`config.mk`:
```
export PLATFORM = sky130hd
export DESIGN_NAME = univ_shift_reg_burst
export DESIGN_NICKNAME = d
export VERILOG_FILES = /design/src/rtl/univ_shift_reg_burst.sv
export SDC_FILE = /design/constraint.sdc
export NUM_CORES = 1
export LEC_CHECK = 0
export CORE_UTILIZATION = 42
export DETAILED_ROUTE_END_ITERATION = 10
export HOLD_SLACK_MARGIN = 0.08
export PLACE_DENSITY = 0.75
export SKIP_CTS_REPAIR_TIMING = 1
export SLEW_MARGIN = 0
export SYNTH_ARGS = -nofsm -noshare
export SYNTH_HDL_FRONTEND = slang
export SYNTH_SLANG_ARGS = --single-unit
```
`constraint.sdc`:
```
create_clock -name i_clk -period 1.5 [get_ports i_clk]
set_input_delay 0.3 -clock i_clk [delete_from_list [all_inputs] [get_ports i_clk]]
set_output_delay 0.3 -clock i_clk [all_outputs]
set_load 0.03 [all_outputs]
```
`src/rtl/univ_shift_reg_burst.sv`:
```
// Universal N-bit shift register with eight single-cycle ops and a burst sequencer
// that repeats one shift/rotate op for a programmed count, reporting busy/done.
//
// state | meaning
// IDLE  | i_ctrl executes every edge; a valid start latches op/count instead
// BURST | latched op applied every edge until count runs out

module univ_shift_reg_burst #(
  parameter int N     = 8,
  parameter int CNT_W = 4
) (
  input  logic             i_clk,
  input  logic             i_rst,
  input  logic [2:0]       i_ctrl,
  input  logic [N-1:0]     i_d,
  input  logic             i_sin_l,
  input  logic             i_sin_r,
  input  logic [CNT_W-1:0] i_burst_len,
  input  logic             i_start,
  output logic [N-1:0]     o_q,
  output logic             o_sout_r,
  output logic             o_sout_l,
  output logic             o_busy,
  output logic             o_done
);

  localparam logic [2:0] OP_HOLD = 3'b000;
  localparam logic [2:0] OP_SHR  = 3'b001;
  localparam logic [2:0] OP_SHL  = 3'b010;
  localparam logic [2:0] OP_LOAD = 3'b011;
  localparam logic [2:0] OP_ROR  = 3'b100;
  localparam logic [2:0] OP_ROL  = 3'b101;
  localparam logic [2:0] OP_ASR  = 3'b110;
  localparam logic [2:0] OP_CLR  = 3'b111;

  typedef enum logic {IDLE = 1'b0, BURST = 1'b1} state_t;

  state_t           r_state;
  state_t           w_state_next;
  logic [2:0]       r_op;
  logic [CNT_W-1:0] r_count;
  logic [N-1:0]     r_q;
  logic             r_done;

  logic             w_burst_op;
  logic             w_trigger;
  logic             w_last;
  logic [2:0]       w_op_sel;
  logic [N-1:0]     w_q_next;

  // Only shift/rotate ops are worth repeating; load/clear/hold bursts are meaningless.
  assign w_burst_op = (i_ctrl == OP_SHR) || (i_ctrl == OP_SHL) || (i_ctrl == OP_ROR) ||
                      (i_ctrl == OP_ROL) || (i_ctrl == OP_ASR);
  assign w_trigger  = (r_state == IDLE) && i_start && w_burst_op && (i_burst_len != '0);
  assign w_last     = (r_state == BURST) && (r_count == CNT_W'(1));

  always_ff @(posedge i_clk) begin
    if (i_rst) begin
      r_state <= IDLE;
      r_op    <= OP_HOLD;
      r_count <= '0;
      r_q     <= '0;
      r_done  <= 1'b0;
    end else begin
      r_state <= w_state_next;
      r_done  <= w_last;
      if (w_trigger) begin
        r_op    <= i_ctrl;
        r_count <= i_burst_len;
      end else begin
        r_q <= w_q_next;
        if (r_state == BURST) begin
          r_count <= r_count - CNT_W'(1);
        end
      end
    end
  end

  always_comb begin
    w_state_next = r_state;
    unique case (r_state)
      IDLE:  if (w_trigger) w_state_next = BURST;
      BURST: if (w_last)    w_state_next = IDLE;
      default: w_state_next = IDLE;
    endcase
  end

  always_comb begin
    w_op_sel = (r_state == BURST) ? r_op : i_ctrl;
    w_q_next = r_q;
    unique case (w_op_sel)
      OP_HOLD: w_q_next = r_q;
      OP_SHR:  w_q_next = {i_sin_l, r_q[N-1:1]};
      OP_SHL:  w_q_next = {r_q[N-2:0], i_sin_r};
      OP_LOAD: w_q_next = i_d;
      OP_ROR:  w_q_next = {r_q[0], r_q[N-1:1]};
      OP_ROL:  w_q_next = {r_q[N-2:0], r_q[N-1]};
      OP_ASR:  w_q_next = {r_q[N-1], r_q[N-1:1]};
      OP_CLR:  w_q_next = '0;
      default: w_q_next = r_q;
    endcase
  end

  assign o_q      = r_q;
  assign o_sout_r = r_q[0];
  assign o_sout_l = r_q[N-1];
  assign o_busy   = (r_state == BURST);
  assign o_done   = r_done;

endmodule

```
-- Yosys cells after proc, flatten, opt, wreduce, memory -nomap -nowiden
Cells that the tools add are included.
- bits of input ports: 20
- output and inout bits: 12
- bits in registers: 17
- logic and storage cells: 44
- bitwise operators: 4
- multiplexer cells: 7
- reductions and logical operators: 13
- add/subtract/negate cells: 1
- eq/ne operators: 13
- operators by type and width (kind ; number):
    case mux 8 bit (7 select lines) ; 1
    equality test 3 bit (second input constant) ; 7
    equality test 3 x 2 -> 1 bit (second input constant) ; 3
    2-to-1 mux 4 bit ; 2
    equality test 3 x 1 -> 1 bit (second input constant) ; 2
    equality test 4 x 1 -> 1 bit (second input constant) ; 1
    logical AND 1 bit ; 4
    logical OR 1 bit ; 4
    NOT 1 bit ; 4
    nonzero test 4 bit ; 1
    subtractor 4 x 1 -> 4 bit (second input constant) ; 1
    logical NOT 3 bit ; 1
    2-to-1 mux 3 bit ; 1
    AND reduction 3 bit ; 1
    2-to-1 mux 1 bit ; 2
    case mux 1 bit (2 select lines) ; 1
    AND reduction 2 bit ; 1
    nonzero test 2 bit ; 1

-- Longest topological paths before layout
- depth after elaboration: 9
- depth in mapped cells: 7
- gate-level depth less buffers: 6

-- Least setup slack after synthesis
Ideal clock, no wire load.
- path kind: register to register
- start point: reg r_state (netlist: o_busy)
- end point: reg r_q[7] (netlist: o_q[7])
- setup slack: -324 ps
- setup time: 88 ps
- cell stages (with the launch flop): 6
- path buffers: 1
- period minus slack after synthesis: 1824 ps
- data required time: 1412 ps
- data arrival time: 1736 ps
- cells stage by stage: dfxtp_1 -> buf_6 -> mux2i_1 -> nand2_1 -> a311o_1 -> o32ai_2
- longest elaborated chain between the ends: 6
- elaborated cells on any way between the ends: 18
- classes of those cells: 7 x eq/ne; 2 x mux; 4 x bitwise; 5 x reduce/logical
- RTL lines (element ; RTL line ; source):
    start, declared ; 38 ; state_t r_state;
    start signal, assigned ; 65 ; r_state <= w_state_next;
    parallel branches: the longest is 6 deep, another holds case mux 8 bit (7 select lines) ; -- ;
    end signal, assigned ; 71 ; r_q <= w_q_next;
    end, declared ; 42 ; logic [N-1:0] r_q;
Several ways; the timed one is not identified.
A chain may end at the register's enable or synchronous reset.

-- Worst setup path in the final report
Same ends and word-level chain as after synthesis.

==> flow_metrics.env <==
export IMPL_outcome="finished, violations left"
export IMPL_violations="negative setup slack"
export IMPL_via_per_inst=5.96
export IMPL_maxSlewHeadroom_pct=77.3
export IMPL_crit_type="reg2reg"
export IMPL_syn_nets=157
export IMPL_synth_top_cell_area_share_pct=30.2
export IMPL_drc=0
export IMPL_die_height_um=53.8
export IMPL_hold_viol_final=0
export IMPL_period_share_pct=115
export IMPL_hold_class="in2reg"
export IMPL_worstHoldPathCells=3
export IMPL_ys_seq_elements=17
export IMPL_setup_viol=8
export IMPL_fillers=183
export IMPL_routabilityCongestion=0.915
export IMPL_vdd_ir_drop_max_uv=593
export IMPL_nets=210
export IMPL_clockBufferDepth=2
export IMPL_syn_inst=135
export IMPL_io_buffers=31
export IMPL_dieWidth_um=53.8
export IMPL_arrival_ns=1.93
export IMPL_io_pins=32
export IMPL_leakage_nw=0.915
export IMPL_finalPower_mw=1.54
export IMPL_antenna_found_initial=0
export IMPL_dr_pass1_iters=5
export IMPL_place_area_mm2=0.00161
export IMPL_regArea_um2=344
export IMPL_instances_no_fill=217
export IMPL_max_stage_delay_ns=0.44
export IMPL_netlist_area_mm2=0.00113
export IMPL_fin_area_mm2=0.00186
export IMPL_grt_pass1_vias=1113
export IMPL_path_cells="buf_4 > mux2i_4 > nand2_2 > a311o_1 > o32ai_2"
export IMPL_async_flop_share_pct=0
export IMPL_worst_pin_slew_ns=0.340
export IMPL_synthDistinctLibCells=41
export IMPL_drt_iter0_markers=94
export IMPL_cts_tree="yes"
export IMPL_cp_required_ns=1.70
export IMPL_timing_setup_tns_ns=-1.12
export IMPL_maxSlewViolCount=0
export IMPL_worstPathMaxFanout=7
export IMPL_synth_enable_flop_cells=0
export IMPL_dp_hpwl_um=2340
export IMPL_p_per_area_mw_per_mm2=829
export IMPL_finalClockSkew_ns=0.00972
export IMPL_yosysWarnings=0
export IMPL_num_rows=18
export IMPL_slowest_stage="dfxtp_4"
export IMPL_core_area_mm2=0.00250
export IMPL_wl_um=3530
export IMPL_synth_main_ff_cell="dfxtp_1"
export IMPL_clk_pin_slew_worst_paths_ns=0.09
export IMPL_track_usage_pct=22.8
export IMPL_antennaDiodeCount=0
export IMPL_max_freq_mhz=580
export IMPL_synth_area_per_cell_um2=8.35
export IMPL_place_inst=206
export IMPL_finalHoldWorstSlack_ns=0.328
export IMPL_reg2reg_depth=5
export IMPL_finish_utilization_pct=74.2
export IMPL_worst_setup_path_end_kind="flop"
export IMPL_grt_max_degree=13
export IMPL_grt_pass1_wl_um=4800
export IMPL_num_vias=1293
export IMPL_synthMostInstantiatedCell="a21oi_1"
export IMPL_numCtsBuffers=3
export IMPL_cp_start_kind="flop"
export IMPL_final_min_clock_period_ns=1.72
export IMPL_ant_nets=0
export IMPL_clock_root_buffer="clkbuf_4"
export IMPL_synth_area_top_cells="dfxtp_1 (30%), a21oi_1 (10%), o21ai_0 (6.7%)"
export IMPL_htree_num_levels=1
export IMPL_rsz0062_at_grt="true"
export IMPL_place_ws_ns=-0.567
export IMPL_insertion_delay_ns=0.29
export IMPL_area_delta_synth_final_pct=64.6
export IMPL_synth_common_cells="a21oi_1 (23), dfxtp_1 (17), o21ai_0 (15)"
export IMPL_multiInputGateArea_um2=842
export IMPL_dieArea_mm2=0.00290
export IMPL_initial_core_util_pct=45.1
export IMPL_synth_seq_area_share_pct=30.2
export IMPL_cap_violations=0
export IMPL_drive_gt1_share_pct=32.6
export IMPL_worst_slack_ns=-0.224
export IMPL_synth_largest_area_cell="dfxtp_1"
export IMPL_grt_overflow_total=0
export IMPL_cts_sinks=17
export IMPL_wl_per_cell_um=16.2
-- power breakdown --
group	leakage, nW	internal, mW	switching, mW
Combinational	0.760	0.365	0.364
Clock	0.0150	0.103	0.148
Sequential	0.140	0.501	0.0571
Total	0.915	0.970	0.569
-- placed cells by master, fill, tap and decap left out, types with 2 or more instances in the layout --
cell,n
nor2b_2,2
a21oi_2,7
and3_1,6
buf_12,3
clkdlybuf4s50_1,12
inv_1,2
mux2i_4,4
nor2_1,4
dlymetal6s2s_1,18
dfxtp_1,16
mux2_4,3
buf_4,22
clkbuf_4,3
buf_6,2
a21oi_1,16
a311oi_1,6
o21ai_0,14
a22oi_1,2
nor3_4,2
ha_1,2
nand2_1,10
-- state kept, by name (all words and copies together) (netlist names) --
| name | cells |
|---|---|
| r_count | 4 |
| o_q | 8 |
| o_done | 1 |
| o_busy | 1 |
| r_op | 3 |
-- kinds of logic after synthesis --
| kind of cell | synth area share (%) |
|---|---|
| DFF | 30.2 |
| buffers and inverters | 6.33 |
| adders and majority gates | 2.22 |
| muxes | 8.77 |
| xor gates and xnor gates | 1.55 |
| and+or+nand+nor | 18.8 |
| AOI/OAI and AO/OA | 32.2 |
-- metal layers --
layer	share of wire [%]	vias to the layer above	track usage [%]	wire, µm
li1	-	611	-	-
met1	40	612	30.1	1430
met2	51	64	38.3	1800
met3	7.4	6	1.69	261
met4	0.96	0	8.77	34
met5	0	-	0	0
-- critical path, delay by kind of cell, from the launching register on --
| family | cells | cell delay (ns) |
|---|---|---|
| AOI/OAI and AO/OA | 2 | 0.60 |
| DFF | 1 | 0.44 |
| muxes | 1 | 0.32 |
| buffers and inverters | 1 | 0.15 |
| and+or+nand+nor | 1 | 0.13 |
-- path summary, 6_finish.rpt --
check                  from    endpoint  slack [ns]
min          i_burst_len[2]  r_count[2]        0.33
max reg2reg          o_busy      o_q[7]       -0.22
min reg2reg         r_op[1]     r_op[1]        0.52
max                  o_busy      o_q[7]       -0.22
-- layout make-up --
type / count / area share [%]
clock buffer: 4 / 1.42
inverter: 2 / 0.405
multi-input combinational: 106 / 45.4
sequential: 17 / 18.5
tap: 30 / 2.02
timing repair buffer: 58 / 32.2
(Power assumes the default switching activity.)
